==> src/rtl/fetch_pkg.sv <==
// Shared types and constants for the fetch sequencer.
package fetch_pkg;

  typedef enum logic [2:0] {
    BOOT = 3'd0,
    REQ  = 3'd1,
    WAIT = 3'd2,
    HOLD = 3'd3,
    DROP = 3'd4
  } fetch_state_e;

  localparam int unsigned INSTR_BYTES_DEF = 4;
  // Low address bits forced to zero on a redirect target.
  localparam logic [31:0] PC_ALIGN_MASK = 32'h0000_0003;

endpackage

==> src/rtl/sat_counter.sv <==
// Saturating up-counter with synchronous clear; holds at all-ones once reached.
module sat_counter #(
  parameter int WIDTH = 32
) (
  input  logic             clk,
  input  logic             rst_n,
  input  logic             inc,
  input  logic             clear,
  output logic [WIDTH-1:0] count
);

  logic [WIDTH-1:0] cnt_q, cnt_d;

  always_comb begin
    cnt_d = cnt_q;
    if (clear) begin
      cnt_d = '0;
    end else if (inc && (cnt_q != {WIDTH{1'b1}})) begin
      cnt_d = cnt_q + 1'b1;
    end
  end

  always_ff @(posedge clk or negedge rst_n) begin
    if (!rst_n) begin
      cnt_q <= '0;
    end else begin
      cnt_q <= cnt_d;
    end
  end

  assign count = cnt_q;

endmodule

==> src/rtl/pc_fetch_ctrl.sv <==
// Fetch sequencer: drives PC writes and a single-outstanding imem handshake.
// Optional FETCH_CTRL_PERF_EN adds saturating stall/redirect perf counters.
module pc_fetch_ctrl
  import fetch_pkg::*;
#(
  parameter int              XLEN        = 32,
  parameter logic [XLEN-1:0] RESET_PC    = '0,
  parameter int unsigned     INSTR_BYTES = INSTR_BYTES_DEF
) (
  input  logic            clk,
  input  logic            rst_n,
  input  logic [XLEN-1:0] cur_pc,
  output logic            pc_write,
  output logic [XLEN-1:0] next_pc,
  input  logic            stall,
  input  logic            redirect_valid,
  input  logic [XLEN-1:0] redirect_pc,
  output logic            imem_req,
  output logic [XLEN-1:0] imem_addr,
  input  logic            imem_gnt,
  input  logic            imem_rvalid,
  input  logic [XLEN-1:0] imem_rdata,
  output logic            if_valid,
  output logic [XLEN-1:0] if_pc,
  output logic [XLEN-1:0] if_instr
`ifdef FETCH_CTRL_PERF_EN
  ,
  output logic [31:0]     perf_stall_cnt,
  output logic [31:0]     perf_redirect_cnt
`endif
);

  fetch_state_e    state_q, state_d;
  logic [XLEN-1:0] req_pc_q, req_pc_d;
  logic [XLEN-1:0] hold_q, hold_d;
  logic [XLEN-1:0] redirect_tgt;
  logic [XLEN-1:0] seq_pc;
  logic            redir_acc;

  assign redirect_tgt = redirect_pc & ~XLEN'(PC_ALIGN_MASK);
  assign seq_pc       = req_pc_q + XLEN'(INSTR_BYTES);
  assign imem_addr    = cur_pc;
  assign if_pc        = req_pc_q;
  // Redirects are not honoured in BOOT: the PC register is still settling.
  assign redir_acc    = redirect_valid && (state_q != BOOT);

  always_comb begin
    state_d  = state_q;
    req_pc_d = req_pc_q;
    hold_d   = hold_q;
    imem_req = 1'b0;
    pc_write = 1'b0;
    next_pc  = req_pc_q;
    if_valid = 1'b0;
    if_instr = hold_q;

    if (redir_acc) begin
      pc_write = 1'b1;
      next_pc  = redirect_tgt;
    end

    case (state_q)
      BOOT: begin
        state_d = REQ;
      end
      REQ: begin
        if (!redir_acc) begin
          imem_req = 1'b1;
          if (imem_gnt) begin
            req_pc_d = cur_pc;
            state_d  = WAIT;
          end
        end
      end
      WAIT: begin
        if (redir_acc) begin
          state_d = imem_rvalid ? REQ : DROP;
        end else if (imem_rvalid) begin
          if_valid = 1'b1;
          if_instr = imem_rdata;
          if (!stall) begin
            pc_write = 1'b1;
            next_pc  = seq_pc;
            state_d  = REQ;
          end else begin
            hold_d  = imem_rdata;
            state_d = HOLD;
          end
        end
      end
      HOLD: begin
        if (redir_acc) begin
          state_d = REQ;
        end else begin
          if_valid = 1'b1;
          if (!stall) begin
            pc_write = 1'b1;
            next_pc  = seq_pc;
            state_d  = REQ;
          end
        end
      end
      DROP: begin
        // A redirect here only retargets the PC; the stale response still
        // has to be swallowed, and once it lands nothing is outstanding.
        if (imem_rvalid) begin
          state_d = REQ;
        end
      end
      default: begin
        state_d = BOOT;
      end
    endcase
  end

  always_ff @(posedge clk or negedge rst_n) begin
    if (!rst_n) begin
      state_q  <= BOOT;
      req_pc_q <= RESET_PC;
      hold_q   <= '0;
    end else begin
      state_q  <= state_d;
      req_pc_q <= req_pc_d;
      hold_q   <= hold_d;
    end
  end

`ifdef FETCH_CTRL_PERF_EN
  sat_counter #(.WIDTH(32)) u_stall_cnt (
    .clk   (clk),
    .rst_n (rst_n),
    .inc   (if_valid && stall),
    .clear (1'b0),
    .count (perf_stall_cnt)
  );

  sat_counter #(.WIDTH(32)) u_redirect_cnt (
    .clk   (clk),
    .rst_n (rst_n),
    .inc   (redir_acc),
    .clear (1'b0),
    .count (perf_redirect_cnt)
  );
`endif

endmodule

==> config.mk <==
export PLATFORM = sky130hd
export DESIGN_NAME = pc_fetch_ctrl
export DESIGN_NICKNAME = d
export VERILOG_FILES = /design/src/rtl/fetch_pkg.sv /design/src/rtl/sat_counter.sv /design/src/rtl/pc_fetch_ctrl.sv
export SDC_FILE = /design/constraint.sdc
export NUM_CORES = 1
export LEC_CHECK = 0
export BUFFER_PORTS_ARGS = -buffer_cell sky130_fd_sc_hd__clkbuf_2
export CORE_MARGIN = 3
export CORE_UTILIZATION = 40
export DETAILED_ROUTE_END_ITERATION = 16
export PLACE_DENSITY_LB_ADDON = 0.15
export SLEW_MARGIN = 15
export SYNTH_ARGS = -nofsm -noshare
export SYNTH_HDL_FRONTEND = slang
export SYNTH_SLANG_ARGS = --single-unit
==> constraint.sdc <==
create_clock -name clk -period 3.3 [get_ports clk]
set_clock_uncertainty 0.15 [all_clocks]
set_input_delay 0.165 -clock clk [delete_from_list [all_inputs] [get_ports clk]]
set_output_delay 0.165 -clock clk [all_outputs]
set_load 0.02 [all_outputs]
==> flow_summary.json <==
{
  "totalWireLength_um": 15430,
  "initial_antenna_violation_count": 0,
  "postSynthCellCount": 493,
  "finalSetupTns_ns": 0,
  "grt_pass1_vias": 4600,
  "min-delay-start": "imem_gnt",
  "cts_made_buffers": 9,
  "post_synth_xor_area_fraction_pct": 3.748,
  "vias_per_cell": 5.311,
  "path_class": "reg2out",
  "totalPowerFinal_mw": 3.802,
  "initialDrtViolationCount": 238,
  "num_antenna_cells": 0,
  "seqCellArea_sq_um": 1677,
  "timing.hold.worst_path_depth": 3,
  "h_tree_depth": 3,
  "detail-route-antenna-nets": 0,
  "worstPathArrival_ns": 2.63,
  "tritoncts_num_sinks": 67,
  "synth_largest_area_cell": "sky130_fd_sc_hd__dfrtp_1",
  "max-slew-margin-rel_pct": 28.93,
  "detailed_place.area_sq_um": 5969,
  "cts_max_path_buffers": 2,
  "remaining_drc_errors": 0,
  "synth_simple_gate_area_share_pct": 14.94,
  "final.min_clock_period_ns": 2.947,
  "most_frequently_used_cell_type_in_the_post_synthesis_netlist": "sky130_fd_sc_hd__mux2_2",
  "synthesis.yosys.warnings": 0,
  "vias_post_dr": 4748,
  "worst_setup_hold_path_clk_slew_ns": 0.05,
  "yosys-top-cells-area": "sky130_fd_sc_hd__dfrtp_1, sky130_fd_sc_hd__mux2_2, sky130_fd_sc_hd__mux2_4",
  "p_leak_nw": 3.402,
  "design_area_sq_um": 6889,
  "firstDrtPassIters": 7,
  "grt_start_max_net_pins": 68,
  "crit_required_ns": 2.98,
  "wire_length_of_the_first_global_routing_pass_um": 23430,
  "layout.filler_cells": 1015,
  "layout.nets": 851,
  "cap_violations": 0,
  "portBuffers": 230,
  "final.period_utilization_pct": 89.30,
  "setup-violations-final": 0,
  "synth-async-reset-ratio_pct": 100.0,
  "crit_path_start": "state_q[2]",
  "place.gp.congestion": 0.8245,
  "transition_time_at_the_pin_with_the_least_slew_margin_ns": 1.066,
  "synth_compound_gate_area_share_pct": 11.47,
  "syn_avg_cell_area_sq_um": 9.954,
  "area_growth_pct": 40.39,
  "multi_input_area_sq_um": 2790,
  "outcome": "finished, final reports clean",
  "synthAdderAreaFrac_pct": 0.2550,
  "ys_flop_type": "sky130_fd_sc_hd__dfrtp_1",
  "clk_root_buffer_cell": "sky130_fd_sc_hd__clkbuf_16",
  "insertion_delay_ns": 0.33,
  "design.die.area_sq_um": 13630,
  "power-per-cell-area_nw_per_um2": 551.9,
  "design.core.area_sq_um": 11710,
  "synthTopCellsByCount": "sky130_fd_sc_hd__mux2_2, sky130_fd_sc_hd__dfrtp_1, sky130_fd_sc_hd__nand2_1, sky130_fd_sc_hd__buf_4, sky130_fd_sc_hd__mux2_4",
  "grt.total_usage_pct": 22.11,
  "final_hold_viol_count": 0,
  "io_pins": 233,
  "dpl.hpwl_um": 10980,
  "worst_hold_path_type": "in2reg",
  "drive_gt1_share_pct": 50.07,
  "yosys-mux-area-fraction_pct": 26.31,
  "rr_worst_depth": 4,
  "initial_core_utilization_pct": 41.90,
  "cts_resized": 0,
  "die_h_um": 116.8,
  "grt_overflow_total": 0,
  "crit-reg2reg-launch": "state_q[2]",
  "power.ir.vdd_worst_uv": 304.7,
  "synth_top_family_by_area": "multiplexers",
  "post_cts.repair.setup_buffers": 0,
  "tritoncts": "yes",
  "die_x_extent_um": 116.8,
  "drt-wirelength-per-cell_um": 17.26,
  "unrepaired_setup_endpoints_after_global_routing": "false",
  "synth_enable_flop_cells": 0,
  "post_synthesis_sequential_area_ratio_pct": 34.17,
  "timing.critical_path.fanout_max": 10,
  "report.final.slew_viol_count": 0,
  "timing.critical_path.from_type": "flop",
  "synthesis.nets": 596,
  "cp-end-kind": "primary output",
  "synth_top_area_share_pct": 34.17,
  "post_synthesis_sequential_element_count": 67,
  "yosysUniqueCellTypes": 60,
  "fmax_mhz": 339.3,
  "rows": 39,
  "post_synth_instance_area_sq_um": 4907
}
[metrics by stage]
step	util [%]	cells	hold slack [ns]	setup WS [ns]
final	58.82	894	0.05610	0.3530
after global routing	58.82	894	0.09295	0.09932
after CTS	58.82	894	0.05329	0.3372
after detailed placement	50.97	815	0.2673	0.5942
after global placement	50.97	815	0.2597	0.6145
after floorplan	-	493	-0.2806	0.5207
[critical path, cell delays in order, from the launching register on]
cell	delay, ns
sky130_fd_sc_hd__dfrtp_1	0.48
sky130_fd_sc_hd__nand2b_1	0.39
sky130_fd_sc_hd__nor4_1	0.46
sky130_fd_sc_hd__nand3_1	0.21
sky130_fd_sc_hd__or3_1	0.39
sky130_fd_sc_hd__a31oi_1	0.18
sky130_fd_sc_hd__clkbuf_2	0.20
[layout make-up]
class | count | area share, %
multi-input cells | 347 | 40.50
flip-flops and latches | 67 | 24.34
well taps | 143 | 2.597
clock inverters | 2 | 0.1816
clock buffers | 12 | 3.723
inverters | 10 | 0.5449
repair buffers | 313 | 28.11
[logic make-up after synthesis]
family          Yosys count
mux                     105
flops                    67
compound gates           86
buf+inv                  79
fa+ha+maj                 1
xor+xnor                 21
simple gates            134
[flip-flops by register name, indices dropped and copies added, names as in the netlist]
register,cells
hold_q,32
if_pc,32
state_q,3
[what timing repair did]
action	in CTS	in global routing
endpoints found under the setup margin	0	0
hold buffers	65	0
endpoints found under the hold margin	131	0
[cells in the final DEF (no fill, tap or decap), types with 3 or more instances in the layout]
master                          count
sky130_fd_sc_hd__a21oi_1           18
sky130_fd_sc_hd__a222oi_1           6
sky130_fd_sc_hd__mux2_4            30
sky130_fd_sc_hd__mux2_2            72
sky130_fd_sc_hd__dfrtp_1           67
sky130_fd_sc_hd__xnor2_1            3
sky130_fd_sc_hd__or2_2              4
sky130_fd_sc_hd__xor2_1            18
sky130_fd_sc_hd__dlygate4sd3_1     65
sky130_fd_sc_hd__or3_1              3
sky130_fd_sc_hd__nor3b_1            8
sky130_fd_sc_hd__nor3_1             4
sky130_fd_sc_hd__clkbuf_16          9
sky130_fd_sc_hd__o211ai_1           7
sky130_fd_sc_hd__inv_1             10
sky130_fd_sc_hd__a31oi_1            6
sky130_fd_sc_hd__mux2i_1            3
sky130_fd_sc_hd__nand3_1           14
sky130_fd_sc_hd__clkbuf_2         229
sky130_fd_sc_hd__nand2_1           38
sky130_fd_sc_hd__nor2_1            13
sky130_fd_sc_hd__buf_4             18
sky130_fd_sc_hd__and3_1             5
sky130_fd_sc_hd__nor4_1             7
sky130_fd_sc_hd__nand4_1           15
sky130_fd_sc_hd__and2_1             5
sky130_fd_sc_hd__nand2b_1           4
sky130_fd_sc_hd__and4_1             3
sky130_fd_sc_hd__o21ai_0           27
[path summary, 6_finish.rpt]
check / to / slack (ns)
worst max-delay path: next_pc[31] / 0.35
worst min-delay path: state_q[1] / 0.06
worst max register to register: hold_q[29] / 0.56
worst min register to register: hold_q[16] / 0.35
max in group asynchronous: if_pc[18] / 2.01
min in group asynchronous: if_pc[11] / 0.39
[metal layers]
metal | vias to the layer above | track usage, % | wire length, um
li1 | 2291 | - | -
met1 | 2258 | 27.69 | 6461
met2 | 186 | 37.28 | 7639
met3 | 13 | 5.233 | 1151
met4 | 0 | 7.722 | 181
met5 | - | 0 | 0
[power by group]
| group | internal [mW] | switching, mW | leakage, nW |
|---|---|---|---|
| Combinational | 0.737 | 0.900 | 2.44 |
| Sequential | 1.02 | 0.252 | 0.829 |
| Clock | 0.540 | 0.355 | 0.131 |
(Power assumes the default switching activity.)
